`src/rtl/cpu_pkg.sv`:
```
`default_nettype none
// ============================================================================
// Module      : cpu_pkg
// Description : Shared ALU opcodes, flag indices and branch-condition codes.
// Revision    : 1.0 - initial release
// ============================================================================
package cpu_pkg;

  localparam int ALU_FUN_W = 6;
  localparam int CCR_W     = 4;

  localparam logic [ALU_FUN_W-1:0] ALU_ADD  = 6'd2;
  localparam logic [ALU_FUN_W-1:0] ALU_SUB  = 6'd3;
  localparam logic [ALU_FUN_W-1:0] ALU_OR   = 6'd5;
  localparam logic [ALU_FUN_W-1:0] ALU_RLC  = 6'd6;
  localparam logic [ALU_FUN_W-1:0] ALU_RRC  = 6'd7;
  localparam logic [ALU_FUN_W-1:0] ALU_SETC = 6'd8;
  localparam logic [ALU_FUN_W-1:0] ALU_CLRC = 6'd9;
  localparam logic [ALU_FUN_W-1:0] ALU_NOT  = 6'd14;
  localparam logic [ALU_FUN_W-1:0] ALU_NEG  = 6'd15;
  localparam logic [ALU_FUN_W-1:0] ALU_INC  = 6'd16;
  localparam logic [ALU_FUN_W-1:0] ALU_DEC  = 6'd17;
  localparam logic [ALU_FUN_W-1:0] ALU_LOOP = 6'd22;

  localparam int FLG_Z = 0;
  localparam int FLG_N = 1;
  localparam int FLG_C = 2;
  localparam int FLG_V = 3;

  localparam logic [CCR_W-1:0] MASK_ALL  = 4'b1111;
  localparam logic [CCR_W-1:0] MASK_ZN   = 4'b0011;
  localparam logic [CCR_W-1:0] MASK_C    = 4'b0100;
  localparam logic [CCR_W-1:0] MASK_NONE = 4'b0000;

  typedef enum logic [1:0] {
    BR_Z = 2'd0,
    BR_N = 2'd1,
    BR_C = 2'd2,
    BR_V = 2'd3
  } br_cond_e;

endpackage : cpu_pkg
`default_nettype wire

```
`src/rtl/ccr_mask_decode.sv`:
```
`default_nettype none
// ============================================================================
// Module      : ccr_mask_decode
// Description : Maps an ALU opcode to the set of flags it architecturally writes.
// Revision    : 1.0 - initial release
// ============================================================================
module ccr_mask_decode
  import cpu_pkg::*;
(
  input  logic [ALU_FUN_W-1:0] alu_fun,
  output logic [CCR_W-1:0]     wmask
);

  always_comb begin
    wmask = MASK_NONE;
    case (alu_fun)
      ALU_ADD, ALU_SUB, ALU_INC, ALU_DEC:    wmask = MASK_ALL;
      ALU_OR, ALU_NOT, ALU_NEG, ALU_LOOP:    wmask = MASK_ZN;
      ALU_RLC, ALU_RRC, ALU_SETC, ALU_CLRC:  wmask = MASK_C;
      default:                               wmask = MASK_NONE;
    endcase
  end

endmodule : ccr_mask_decode
`default_nettype wire

```
`src/rtl/ccr_unit.sv`:
```
`default_nettype none
// ============================================================================
// Module      : ccr_unit
// Description : Masked condition-code register with branch evaluation and a
//               single-level interrupt shadow.
// Revision    : 1.0 - initial release
// ============================================================================
module ccr_unit
  import cpu_pkg::*;
#(
  parameter int FLAG_W = 4
) (
  input  logic                 clk,
  input  logic                 reset,
  input  logic                 stall,
  input  logic                 ex_valid,
  input  logic                 flush,
  input  logic [ALU_FUN_W-1:0] alu_fun,
  input  logic [FLAG_W-1:0]    alu_flags,
  input  logic                 int_save,
  input  logic                 rti_restore,
  input  logic                 br_req,
  input  logic [1:0]           br_cond,
  output logic [FLAG_W-1:0]    ccr,
  output logic                 carry_out,
  output logic                 br_taken,
  output logic                 shadow_valid
);

  logic [FLAG_W-1:0] r_ccr;
  logic [FLAG_W-1:0] r_shadow;
  logic              r_shadow_valid;

  logic [FLAG_W-1:0] w_wmask;
  logic              w_we;
  logic [FLAG_W-1:0] w_wm;
  logic [FLAG_W-1:0] w_clr;
  logic [FLAG_W-1:0] w_ccr_next;
  logic              w_br_taken;
  logic              w_restore;

  ccr_mask_decode u_mask_decode (
    .alu_fun (alu_fun),
    .wmask   (w_wmask)
  );

  // Branch sees only the registered flags; no forwarding from alu_flags.
  assign w_br_taken = br_req & r_ccr[br_cond];
  assign w_we       = ex_valid & ~flush & ~stall;
  assign w_wm       = w_we ? w_wmask : '0;
  assign w_clr      = (w_br_taken & ~stall) ? (FLAG_W'(1) << br_cond) : '0;
  assign w_ccr_next = (r_ccr & ~w_clr & ~w_wm) | (alu_flags & w_wm);
  assign w_restore  = rti_restore & r_shadow_valid;

  always_ff @(posedge clk or negedge reset) begin
    if (!reset) begin
      r_ccr          <= '0;
      r_shadow       <= '0;
      r_shadow_valid <= 1'b0;
    end else if (!stall) begin
      if (w_restore) begin
        // A concurrent save reloads the shadow with the value it already holds.
        r_ccr          <= r_shadow;
        r_shadow_valid <= int_save;
      end else begin
        r_ccr <= w_ccr_next;
        if (int_save) begin
          r_shadow       <= w_ccr_next;
          r_shadow_valid <= 1'b1;
        end
      end
    end
  end

  assign ccr          = r_ccr;
  assign carry_out    = r_ccr[FLG_C];
  assign br_taken     = w_br_taken;
  assign shadow_valid = r_shadow_valid;

endmodule : ccr_unit
`default_nettype wire
```
`config.mk`:
```
export PLATFORM = sky130hd
export DESIGN_NAME = ccr_unit
export DESIGN_NICKNAME = d
export VERILOG_FILES = /design/src/rtl/cpu_pkg.sv /design/src/rtl/ccr_mask_decode.sv /design/src/rtl/ccr_unit.sv
export SDC_FILE = /design/constraint.sdc
export NUM_CORES = 1
export LEC_CHECK = 0
export CORE_ASPECT_RATIO = 1.4
export CORE_UTILIZATION = 29
export DETAILED_ROUTE_END_ITERATION = 8
export PLACE_DENSITY = 0.64
export SYNTH_ARGS = -nofsm -noshare
export SYNTH_HDL_FRONTEND = slang
export SYNTH_HIERARCHICAL = 1
export SYNTH_SLANG_ARGS = --single-unit
```
`constraint.sdc`:
```
create_clock -name clk -period 1.35 [get_ports clk]
set_input_delay 0.3375 -clock clk [delete_from_list [all_inputs] [get_ports clk]]
set_output_delay 0.3375 -clock clk [all_outputs]
set_load 0.01 [all_outputs]
```
==> reports/qor.yml <==
logic_synthesis:
  ys_ff_latch: 9
  yosysUniqueCellTypes: 31
  yosysWarnings: 6
  synth_area_leaders: "dfrtp_1 34%, a31oi_1 7.4%, a32o_1 6.0%, buf_4 4.5%, nor2_1 4.5%"
  netlist_area_um2: 672
  synth_top_cell_by_area: "dfrtp_1"
  syn_nets: 94
  netlist.area_leader.share: 0.335
  syn_avg_cell_area_um2: 9.08
  ys_seq_area_frac: 0.335
  synthCells: 74
worst_setup_path:
  arrival_ps: 1400
  critPathMaxFanout: 2
  critPathKind: "reg -> out"
  rrSetupSlack_ps: 120
  slowest_delay_ps: 460
  cpLargestDelayFamily: "multiplexers"
  critPathCaptureType: "primary output"
  start_kind: "register"
  critical_path.cell_chain: "mux4_2 > and2_4 > buf_6"
  critPathSlowestCell: "mux4_2"
  cp.required_ps: 1010
  path_buf_inv: 1
sta:
  setup_violations: 9
  hold_slack_ps: 367
  tightest_slew_ps: 449
  max_slew_margin: 0.700
  period_needed_ps: 1740
  fmax_mhz: 576
  setup_ws_ps: -385
  drv_slew: 0
  hold_viol_final: 0
  finalClockSkew_ps: 13.0
  min_period_over_period: 1.29
  rsz0062_at_grt: "yes"
outcome:
  status: "finished, violations left"
  failed_checks: "negative setup slack"
final_layout:
  diodes: 0
  drive_above_1_share: 0.421
  final_common_cell: "buf_4"
  layout_common_cells: "24 x buf_4, 9 x dfrtp_1, 9 x buf_6"
  fin_nets: 147
  seq_area_um2: 225
  fin_cells: 148
  area_delta_synth_final_pct: 83.4
  multi_input_area_um2: 475
  fillers: 207
floorplan:
  coreArea_um2: 2180
  rows: 20
  die_w_um: 42.7
  die_height_um: 59.0
  die_area_um2: 2520
  initial_utilization: 0.309
  pin_count: 27
place:
  finalWeightedCongestion: 0.789
  port_buffers: 26
  placed_cells: 140
  dpl.hpwl_um: 1610
pwr:
  vdd_drop_max_uv: 389
  p_per_area_nw_per_um2: 987
  power.leakage_uw: 0.000576
route:
  drc: 0
  wl_per_cell_um: 14.3
  routed.top_layer: "met4"
  wirelength_um: 2110
  wl_met1_um: 739
  antenna_left: 0
  firstDrtPassIters: 4
  wl_met3_um: 74
  vias_per_cell: 5.57
  route.met2.wl_um: 1210
  vias: 825
  drt_iter0_drc: 16
clock_tree:
  clk_latency_ps: 280
  path_clk_slew_ps: 80
  cts_buffers: 3
  cts_tree: "yes"
  cts.sinks: 9
  cts_buffer_depth: 2
  htreeDepth: 1
  cts_root_buffer: "clkbuf_4"
  cts-hold-fix-buffers: 0
min_path:
  hold_class: "in -> async"
grt:
  grt_max_degree: 10
  grt_overflow: 0
  grt_pass1_wl_um: 3260
  grt_pass1_vias: 793
  antenna_found_initial: 0
  grt_use_total: 0.170
job:
  drv_cap: 0
[per-stage QoR]
step	util	setup TNS (ps)	total power (uW)	instance area, um^2	worst slack, ps
detailed placement	0.504	-6040	943	1100	-954
CTS	0.501	-775	1130	1090	-385
global placement	0.504	-5880	929	1100	-932
floorplan	-	-725	632	682	-228
finish	0.566	-802	1220	1230	-385
global route	0.566	-1150	1290	1230	-424
[cells in the mapped netlist]
cell type / count
a211o_1: 2
a21o_1: 1
a21oi_1: 5
a21oi_2: 1
a221o_1: 2
a22oi_1: 1
a31oi_1: 8
a32o_1: 4
and2_1: 2
and3b_1: 1
and4b_1: 1
buf_4: 4
dfrtp_1: 9
inv_1: 5
mux4_2: 1
nand2_1: 1
nand2b_1: 1
nand3_1: 4
nand3b_1: 1
nand4b_1: 1
nor2_1: 8
nor2b_1: 2
nor3b_1: 1
nor3b_2: 1
nor4_1: 1
nor4bb_1: 1
o21ai_1: 1
o311a_1: 1
or4b_1: 1
xnor2_1: 1
xor2_1: 1
[cell type report]
class,instances,share of cell area
flip-flops and latches,9,0.183
clock buffers,3,0.0183
clock inverters,1,0.00406
inverters,5,0.0152
multi-input cells,56,0.386
well taps,22,0.0223
repair buffers,52,0.372
[routing by layer]
metal	GRT usage	up-vias
li1	-	392
met1	0.174	394
met2	0.325	28
met3	0.0215	11
met4	0.0893	0
met5	0	-
[report_power, final]
group	switching, uW	total, uW	internal, uW
clock	114	224	110
sequential	42.2	383	341
combinational	256	608	352
[sequential cells by signal, summed over array words and instances, names as in the netlist]
signal / count
shadow_valid: 1
r_shadow: 4
ccr: 4
[path summary, 6_finish.rpt]
kind | startpoint | to | cells past startpoint
setup / recovery | ccr[2]$_DFFE_PN0N_ | br_taken | 3
max in group asynchronous | reset | shadow_valid$_DFFE_PN0P_ | 1
setup reg to reg | ccr[2]$_DFFE_PN0N_ | r_shadow[2]$_DFFE_PN0P_ | 5
hold reg to reg | r_shadow[1]$_DFFE_PN0P_ | r_shadow[1]$_DFFE_PN0P_ | 2
min in group clk | alu_fun[5] | ccr[3]$_DFFE_PN0N_ | 4
hold / removal | reset | r_shadow[0]$_DFFE_PN0P_ | 1
[logic make-up (layout without fill, tap and decap cells)]
kind of cell	after synthesis	count (layout)	synth area share
XOR/XNOR	2	2	0.0261
flip-flops	9	9	0.335
buffers and inverters	9	61	0.0726
AND/OR/NAND/NOR	27	27	0.248
multiplexers	1	1	0.0335
AO/OA/AOI/OAI	26	26	0.285
[what timing repair did]
item,CTS,global route
resized for setup,50,20
setup buffers,1,5
endpoints found under the setup margin,15,9
pin swaps,14,12
Power figures use the tool's default switching activity.
==> patch: new RTL, same flow settings <==
`ALU_FUN_W`: 6 -> 5.
--- a/src/rtl/cpu_pkg.sv
+++ b/src/rtl/cpu_pkg.sv
@@ -6,7 +6,7 @@
 // ============================================================================
 package cpu_pkg;
 
-  localparam int ALU_FUN_W = 6;
+  localparam int ALU_FUN_W = 5;
   localparam int CCR_W     = 4;
 
   localparam logic [ALU_FUN_W-1:0] ALU_ADD  = 6'd2;
Interface: changed (resized alu_fun); port bits go from 27 to 26. The function was not compared with the original's and may differ.
==> patch against the unedited design <==
The flow finishes with violations (design-rule violations, negative setup slack). Area after synthesis shrank 5.6%. Sequential cell count is the same. Total power shrank 3.6%. Design area shrank 7.8%. Routed wire length is essentially flat. Sequential share of layout area grew 1.5 points. Non-clock buffer count shrank 7. Die area shrank 5.4%. Core utilization shrank 0.39 points. Worst setup slack gained 47 ps. Global-route usage grew 1.4 points. First-iteration DRC count grew 81%. Critical path type unchanged.
==> patch: results (changes against the unedited design) <==
Post-route DRC=1 (was 0); placed wire-length estimate=1.55 mm (was 1.61 mm); Crit path arrival time=1350 ps (was 1400 ps); pre-CTS worst setup slack=-946 ps (was -954 ps); wire length of the first global-routing pass=3.33 mm (was 3.26 mm); R2R setup slack=260 ps (was 120 ps); Final GP Congestion=0.812 (was 0.789); status=finished with violations (unchanged); syn nets=88 (was 94); Fillers=184 (was 207); Setup-failing EPs final=6 (was 9); peak supply drop=0.000567 V (was 0.000389 V); Post-Synthesis Cells=69 (was 74); vias in the first global route=761 (was 793); Buffers on Ports=25 (was 26); placed cells=131 (was 140); initial DRC count=29 (was 16); Tot GR Track Use=18.4% (was 17.0%); Post-DP Area=1050 um2 (was 1100 um2); Total Wirelength=2.11 mm (about the same); final setup margin=-339 ps (was -385 ps); Crit Reg-Reg Endpoint=ccr[0] (was r_shadow[2]); failing checks=design-rule violations, negative setup slack (was negative setup slack); Netlist cell types=26 (was 31); fraction of layout cells with a size suffix above 1=40.9% (was 42.1%); Worst R2R Start=shadow_valid (was ccr[2]); final std cells w/o fill=136 (was 148); post-synthesis sequential area ratio=35.5% (was 33.5%); Worst Skew=7.85 ps (was 13.0 ps); top post-synthesis cells by area=dfrtp_1 36%, a31oi_1 7.9%, a32o_1 6.3% (was dfrtp_1 34%, a31oi_1 7.4%, a32o_1 6.0%); DRT Pass-1 Iters=7 (was 4); leakage=0.518 nW (was 0.576 nW)
[patch: kinds of logic (layout without fill, tap and decap cells)]
kind of cell	Yosys count	in the layout	share of synthesized area, %
simple gates	23	23	21.9
xor+xnor	2	2	2.76
buf+inv	9	55	7.10
mux	1	1	3.55
compound gates	25	25	29.2
flops	9	9	35.5
[patch: cell type report]
type                    count  share of cell area, %
clock buffers               4                   2.31
inverters                   6                   1.98
multi-input cells          51                   40.5
flip-flops and latches      9                   19.8
well taps                  21                   2.31
repair buffers             45                   33.0
[patch: per-stage QoR]
step           hold slack (ps)  util, %  total power [mW]  setup TNS (ps)
2_1_floorplan             41.9        -             0.634            -414
3_3_place_gp               544     52.1             0.928           -6400
3_5_place_dp               549     52.1             0.941           -6660
4_1_cts                    406     55.1              1.18            -772
5_1_grt                    406     56.2              1.25            -933
6_report                   380     56.2              1.17            -602
[patch: worst reg2reg max path: cells and delay by family, from the launching register on]
family                 cells  cell delay (ps)
flip-flops                 1              390
AO/OA/AOI/OAI              2              390
buffers and inverters      1              170
[patch: power breakdown]
part	switching (mW)	internal (mW)
clock network	0.107	0.114
registers	0.0395	0.341
logic	0.255	0.314
[patch: worst max path at each step]
stage          endpoint        from  cells after the start  slack [ps]
2_1_floorplan    ccr[1]  alu_fun[1]                      6        -170
3_3_place_gp   br_taken  br_cond[0]                      4        -940
3_5_place_dp   br_taken  br_cond[0]                      4        -950
4_1_cts        br_taken      ccr[3]                      3        -340
5_1_grt        br_taken      ccr[3]                      3        -380
6_report       br_taken      ccr[3]                      3        -340
[patch: what timing repair did]
| item | CTS | global route |
|---|---|---|
| resized for setup | 45 | 13 |
| hold buffers | 0 | 0 |
| setup endpoints to repair | 15 | 14 |
| pin swaps | 9 | 11 |
| setup buffers | 2 | 3 |
[patch: routing by layer]
| layer | vias to the layer above | wire length [um] | track usage [%] |
|---|---|---|---|
| met4 | 0 | 84 | 6.91 |
| li1 | 361 | - | - |
| met1 | 373 | 757 | 20.4 |
| met2 | 36 | 1170 | 34.4 |
| met5 | - | 0 | 0 |
| met3 | 8 | 97 | 2.85 |
